--- config.mk ---
export PLATFORM = sky130hd
export DESIGN_NAME = sync_fifo_flat
export DESIGN_NICKNAME = d
export VERILOG_FILES = /design/src/rtl/sync_fifo_if.sv /design/src/rtl/sync_fifo.sv /design/src/flat_wrapper.sv
export SDC_FILE = /design/constraint.sdc
export NUM_CORES = 1
export LEC_CHECK = 0
export BUFFER_PORTS_ARGS = -buffer_cell sky130_fd_sc_hd__buf_4
export CAP_MARGIN = 0
export CORE_UTILIZATION = 40
export CTS_CLUSTER_DIAMETER = 100
export DETAILED_ROUTE_END_ITERATION = 16
export PLACE_DENSITY = 0.56
export SYNTH_ARGS = -nofsm -noshare
export SYNTH_HDL_FRONTEND = slang
export SYNTH_SLANG_ARGS = --single-unit
export TNS_END_PERCENT = 100
--- constraint.sdc ---
create_clock -name clk -period 7 [get_ports clk]
set_clock_uncertainty 0.2 [all_clocks]
set_input_delay 1.05 -clock clk [delete_from_list [all_inputs] [get_ports clk]]
set_output_delay 1.05 -clock clk [all_outputs]
set_load 0.01 [all_outputs]
--- src/rtl/sync_fifo_if.sv ---
// Push/pop bundle between a producer/consumer and sync_fifo.
// master drives requests and write data; slave (the FIFO) returns data, flags and count.
interface sync_fifo_if #(
  parameter int DATA_SIZE = 32,
  parameter int ADDR_SIZE = 3
);
  logic                 flush;
  logic                 wpush;
  logic [DATA_SIZE-1:0] wdata;
  logic                 wfull;
  logic                 walmost_full;
  logic                 rpop;
  logic [DATA_SIZE-1:0] rdata;
  logic                 rempty;
  logic                 ralmost_empty;
  logic [ADDR_SIZE:0]   count;
  logic                 overflow;
  logic                 underflow;

  modport master (
    output flush, wpush, wdata, rpop,
    input  wfull, walmost_full, rdata, rempty,
    input  ralmost_empty, count, overflow, underflow
  );

  modport slave (
    input  flush, wpush, wdata, rpop,
    output wfull, walmost_full, rdata, rempty,
    output ralmost_empty, count, overflow, underflow
  );
endinterface

--- src/rtl/sync_fifo.sv ---
// Single-clock show-ahead FIFO with occupancy count, almost flags and sync flush.
// Ports: clk, rst (async, active-high), bus (sync_fifo_if.slave: push/pop/flags).
// Optional macro SYNC_FIFO_ERR_EN enables sticky overflow/underflow flags.
module sync_fifo #(
  parameter int DATA_SIZE = 32,
  parameter int ADDR_SIZE = 3,
  parameter int AFULL_TH  = 6,
  parameter int AEMPTY_TH = 2
) (
  input logic        clk,
  input logic        rst,
  sync_fifo_if.slave bus
);
  localparam int DEPTH = 1 << ADDR_SIZE;
  localparam logic [ADDR_SIZE:0] DEPTH_C  = DEPTH[ADDR_SIZE:0];
  localparam logic [ADDR_SIZE:0] AFULL_C  = AFULL_TH[ADDR_SIZE:0];
  localparam logic [ADDR_SIZE:0] AEMPTY_C = AEMPTY_TH[ADDR_SIZE:0];
  localparam logic [ADDR_SIZE:0] ONE_C    = 1;

  logic [DATA_SIZE-1:0] mem_q [DEPTH];
  logic [ADDR_SIZE-1:0] wr_ptr_q, wr_ptr_d;
  logic [ADDR_SIZE-1:0] rd_ptr_q, rd_ptr_d;
  logic [ADDR_SIZE:0]   count_q, count_d;
  logic                 full, empty;
  logic                 push_ok, pop_ok;

  assign full  = (count_q == DEPTH_C);
  assign empty = (count_q == '0);

  assign bus.wfull         = full;
  assign bus.rempty        = empty;
  assign bus.walmost_full  = (count_q >= AFULL_C);
  assign bus.ralmost_empty = (count_q <= AEMPTY_C);
  assign bus.count         = count_q;
  assign bus.rdata         = mem_q[rd_ptr_q];

  // A pop frees the slot a full-FIFO push needs in the same cycle.
  assign push_ok = bus.wpush & (~full | bus.rpop) & ~bus.flush;
  assign pop_ok  = bus.rpop & ~empty & ~bus.flush;

  always_comb begin
    wr_ptr_d = wr_ptr_q;
    rd_ptr_d = rd_ptr_q;
    count_d  = count_q;
    if (bus.flush) begin
      wr_ptr_d = '0;
      rd_ptr_d = '0;
      count_d  = '0;
    end else begin
      if (push_ok) wr_ptr_d = wr_ptr_q + 1'b1;
      if (pop_ok)  rd_ptr_d = rd_ptr_q + 1'b1;
      unique case ({push_ok, pop_ok})
        2'b10:   count_d = count_q + ONE_C;
        2'b01:   count_d = count_q - ONE_C;
        default: count_d = count_q;
      endcase
    end
  end

  always_ff @(posedge clk or posedge rst) begin
    if (rst) begin
      wr_ptr_q <= '0;
      rd_ptr_q <= '0;
      count_q  <= '0;
    end else begin
      wr_ptr_q <= wr_ptr_d;
      rd_ptr_q <= rd_ptr_d;
      count_q  <= count_d;
    end
  end

  // Storage is deliberately not reset.
  always_ff @(posedge clk) begin
    if (push_ok) mem_q[wr_ptr_q] <= bus.wdata;
  end

`ifdef SYNC_FIFO_ERR_EN
  logic ovf_q, ovf_d;
  logic unf_q, unf_d;

  // Sticky until rst; flush does not clear them.
  always_comb begin
    ovf_d = ovf_q | (bus.wpush & full & ~bus.rpop & ~bus.flush);
    unf_d = unf_q | (bus.rpop & empty & ~bus.flush);
  end

  always_ff @(posedge clk or posedge rst) begin
    if (rst) begin
      ovf_q <= 1'b0;
      unf_q <= 1'b0;
    end else begin
      ovf_q <= ovf_d;
      unf_q <= unf_d;
    end
  end

  assign bus.overflow  = ovf_q;
  assign bus.underflow = unf_q;
`else
  assign bus.overflow  = 1'b0;
  assign bus.underflow = 1'b0;
`endif
endmodule
--- src/flat_wrapper.sv ---
// flat-port wrapper written by rule: the top's interface ports become plain ports
module sync_fifo_flat 
#(
  parameter int DATA_SIZE = 32,
  parameter int ADDR_SIZE = 3,
  parameter int AFULL_TH  = 6,
  parameter int AEMPTY_TH = 2
)
  (clk, rst, bus_flush, bus_wpush, bus_wdata, bus_rpop, bus_wfull, bus_walmost_full, bus_rdata, bus_rempty, bus_ralmost_empty, bus_count, bus_overflow, bus_underflow);
  sync_fifo_if #(.DATA_SIZE(DATA_SIZE), .ADDR_SIZE(ADDR_SIZE)) bus_i ();
  input logic clk;
  input logic rst;
  input wire logic [$bits(bus_i.flush)-1:0] bus_flush;
  input wire logic [$bits(bus_i.wpush)-1:0] bus_wpush;
  input wire logic [$bits(bus_i.wdata)-1:0] bus_wdata;
  input wire logic [$bits(bus_i.rpop)-1:0] bus_rpop;
  output wire logic [$bits(bus_i.wfull)-1:0] bus_wfull;
  output wire logic [$bits(bus_i.walmost_full)-1:0] bus_walmost_full;
  output wire logic [$bits(bus_i.rdata)-1:0] bus_rdata;
  output wire logic [$bits(bus_i.rempty)-1:0] bus_rempty;
  output wire logic [$bits(bus_i.ralmost_empty)-1:0] bus_ralmost_empty;
  output wire logic [$bits(bus_i.count)-1:0] bus_count;
  output wire logic [$bits(bus_i.overflow)-1:0] bus_overflow;
  output wire logic [$bits(bus_i.underflow)-1:0] bus_underflow;
  assign bus_i.flush = bus_flush;
  assign bus_i.wpush = bus_wpush;
  assign bus_i.wdata = bus_wdata;
  assign bus_i.rpop = bus_rpop;
  assign bus_wfull = bus_i.wfull;
  assign bus_walmost_full = bus_i.walmost_full;
  assign bus_rdata = bus_i.rdata;
  assign bus_rempty = bus_i.rempty;
  assign bus_ralmost_empty = bus_i.ralmost_empty;
  assign bus_count = bus_i.count;
  assign bus_overflow = bus_i.overflow;
  assign bus_underflow = bus_i.underflow;
  sync_fifo #(.DATA_SIZE(DATA_SIZE), .ADDR_SIZE(ADDR_SIZE), .AFULL_TH(AFULL_TH), .AEMPTY_TH(AEMPTY_TH)) u_core (.clk(clk), .rst(rst), .bus(bus_i));
endmodule
==> results.ini <==
[sta]
tightestPinTransition_ns = 1.064
rsz0062_at_grt = false
max_freq_ghz = 0.2243
setup_violations = 0
slew_viol_final = 0
period_minus_slack_ns = 4.458
finalHoldViolations = 0
period_share = 0.6368
slew_headroom = 0.2908
tns_ns = 0

[clock_tree]
cts-root-buf = clkbuf_16
holdBufCountCts = 0
post_cts_buffers = 0
clock_sinks = 266
clock_latency_ns = 0.53
clk_pin_slew_ns = 0.06
htreeDepth = 1
cts_tree = yes
cts.path.max_buffers = 3
cts_resized = 0
numCtsBuffers = 28

[critical_path]
slowest_delay_ns = 0.97
crit_arrival_ns = 3.21
crit_path_end_kind = output port
critPathMaxFanout = 39
crit_buf_inv = 2
crit_family = flip-flops
cp_cell_sequence = buf_4, mux4_2, mux2_2, buf_4
path_common_cell = buf_4
slowest_stage = dfrtp_4
crit_required_ns = 5.75
path_class = flop to output port
cp-start-kind = flop

[worst_hold_path]
min_path_type = input pin to async pin

[grt]
overflow = 0
top_usage_layer = met2
first_global_vias = 5161
grt_pass1_wl_mm = 30.17
grt_use_met3 = 0.03301
met2_usage = 0.2602
grt_max_degree = 45
use_met1 = 0.2003
track_usage = 0.1540
antenna_found_initial = 0

[synth]
ys_types = 44
ys_seq_area_frac = 0.7628
ys_warn_count = 0
synthAdderAreaFrac = 0.006733
yosys.area_share.simple = 0.02116
syn_avg_cell_area_um2 = 22.14
synth_compound_area_frac = 0.01299
synth_seq_cells = 266
async_reset_ff_frac = 0.03759
synth_area_mm2 = 0.01041
synth-xor-area-share = 0.004208
synthMuxAreaShare = 0.1785
ys.flop_type = edfxtp_1
synth_top_family_by_area = multiplexers
synth_edf_count = 256
syn_inst = 470

[routing]
drtPass1Iterations = 4
viasPerCell = 5.297
route.detailed.drc = 0
ant_nets = 0
wire_per_inst_um = 21.98
wirelength_mm = 19.96
drt_iter0_markers = 342
vias = 4810

[power_and_ir_drop]
power.density_mw_per_mm2 = 330.9
intPower_uw = 3079
leakage_uw = 0.003981
sw_frac_of_total = 0.2399
p_comb_frac = 0.195
p_seq_frac = 0.468
p_sw_uw = 971.9
power_frac_clock = 0.338
ir_worst_vdd_mv = 0.2053

[finish]
drive_above_1_share = 0.3979
final_cell_area_mm2 = 0.01224
area_delta_synth_final_pct = 17.63
antenna_cells = 0
layout.nets = 603

[floorplan]
start_util = 0.4109
die_h_um = 163.3
core_region_area_mm2 = 0.02533
die_area_mm2 = 0.02667
io_pins = 79
die_w_um = 163.3
rows = 58

[placement]
numPortBuffers = 76
dpl_cell_area_mm2 = 0.01139
hpwl_mm = 10.72
gp_congestion = 0.7630

[flow_run]
maxCapViolations = 0

[run_status]
outcome = completed

## power groups by stage
stage | Clock [µW] | Combinational [µW] | Sequential, µW
after floorplan | 0 | 608 | 1850
after global placement | 0 | 787 | 1930
after detailed placement | 0 | 803 | 1930
after CTS | 1410 | 806 | 1900
after global routing | 1460 | 849 | 1910
final | 1370 | 788 | 1900
## area by class of cell
type | instances | area (µm²)
Clock inverter | 9 | 90.09
Clock buffer | 38 | 759.5
Timing Repair Buffer | 86 | 645.6
Multi-Input combinational cell | 175 | 2374
Inverter | 4 | 15.01
Sequential cell | 266 | 7944
Tap cell | 330 | 412.9
Fill cell | 2093 | 13090
## cells in the mapped netlist, types with 2 or more instances
master | instances | area, µm²
buf_4 | 2 | 15.01
o21ai_0 | 3 | 15.01
a21oi_1 | 4 | 20.02
xnor2_1 | 3 | 26.28
edfxtp_1 | 256 | 7687
and3_1 | 2 | 12.51
mux2i_1 | 3 | 30.03
clkbuf_1 | 12 | 45.04
nand2b_1 | 4 | 25.02
ha_1 | 4 | 50.05
o21ai_1 | 2 | 10.01
nor4_1 | 4 | 25.02
o211ai_1 | 2 | 15.01
mux4_2 | 64 | 1441
mux2_2 | 32 | 360.4
buf_2 | 8 | 40.04
dfrtp_1 | 10 | 250.2
inv_1 | 4 | 15.01
xor2_1 | 2 | 17.52
a21o_1 | 2 | 15.01
nor2_1 | 13 | 48.80
nand2_1 | 5 | 18.77
nor3_1 | 6 | 30.03
buf_1 | 3 | 11.26
## flip-flops by register name, summed over array words and instances, names as in the netlist
name	flops
u_core.bus.count	4
u_core.wr_ptr_q	3
u_core.rd_ptr_q	3
u_core.mem_q	256
## worst register-to-register path: stages, from the launching register on
cell and delay (ns):
dfrtp_1 0.55, or3_1 0.39, o21a_1 0.27, nand3_1 0.18, nor3_2 0.48, buf_4 0.54
## worst paths after layout
check / start / end / slack (ns) / cells after the start
max: u_core.rd_ptr_q[0]$_DFFE_PP0P_ / bus_rdata[2] / 2.54 / 4
min: rst / u_core.bus.count[1]$_DFFE_PP0P_ / 0.32 / 2
max reg2reg: u_core.bus.count[2]$_DFFE_PP0P_ / u_core.mem_q[6][27]$_DFFE_PP_ / 3.96 / 5
min reg2reg: u_core.wr_ptr_q[1]$_DFFE_PP0P_ / u_core.wr_ptr_q[1]$_DFFE_PP0P_ / 0.45 / 2
max in group asynchronous: rst / u_core.rd_ptr_q[0]$_DFFE_PP0P_ / 5.96 / 2
min in group clk: u_core.wr_ptr_q[1]$_DFFE_PP0P_ / u_core.wr_ptr_q[1]$_DFFE_PP0P_ / 0.45 / 2
## logic make-up (layout without fill, tap and decap cells)
logic type | Yosys count | after routing
flip-flops | 266 | 266
multiplexers | 101 | 101
AND/OR/NAND/NOR | 42 | 42
buffers and inverters | 30 | 137
AO/OA/AOI/OAI | 20 | 20
adder cells (fa/ha/maj) | 5 | 5
XOR/XNOR | 5 | 5
other | 1 | 2
## cells in the final DEF (no fill, tap or decap), types with 5 or more instances in the layout
cell,count
edfxtp_1,256
buf_4,86
mux4_2,64
mux2_2,32
clkbuf_16,29
nor2_1,12
clkbuf_1,9
dfrtp_1,7
nand2_1,5
## layer usage
layer,vias to the layer above,part of all wire
li1,2136,-
met1,2540,0.43
met2,99,0.50
met3,35,0.048
met4,0,0.022
met5,-,0
## metrics by stage
| stage | total power, µW | hold slack [ns] | std cells | setup slack, ns | utilization |
|---|---|---|---|---|---|
| final | 4050 | 0.3154 | 908 | 2.542 | 0.4833 |
| after global placement | 2719 | 0.4271 | 861 | 3.017 | 0.4498 |
| after CTS | 4114 | 0.3095 | 908 | 2.402 | 0.4833 |
| after detailed placement | 2737 | 0.4352 | 861 | 2.984 | 0.4498 |
| after global routing | 4220 | 0.3396 | 908 | 2.294 | 0.4833 |
| after floorplan | 2456 | 0.3795 | 471 | 1.631 | - |
Note: power is estimated with default switching activity, not from simulation.
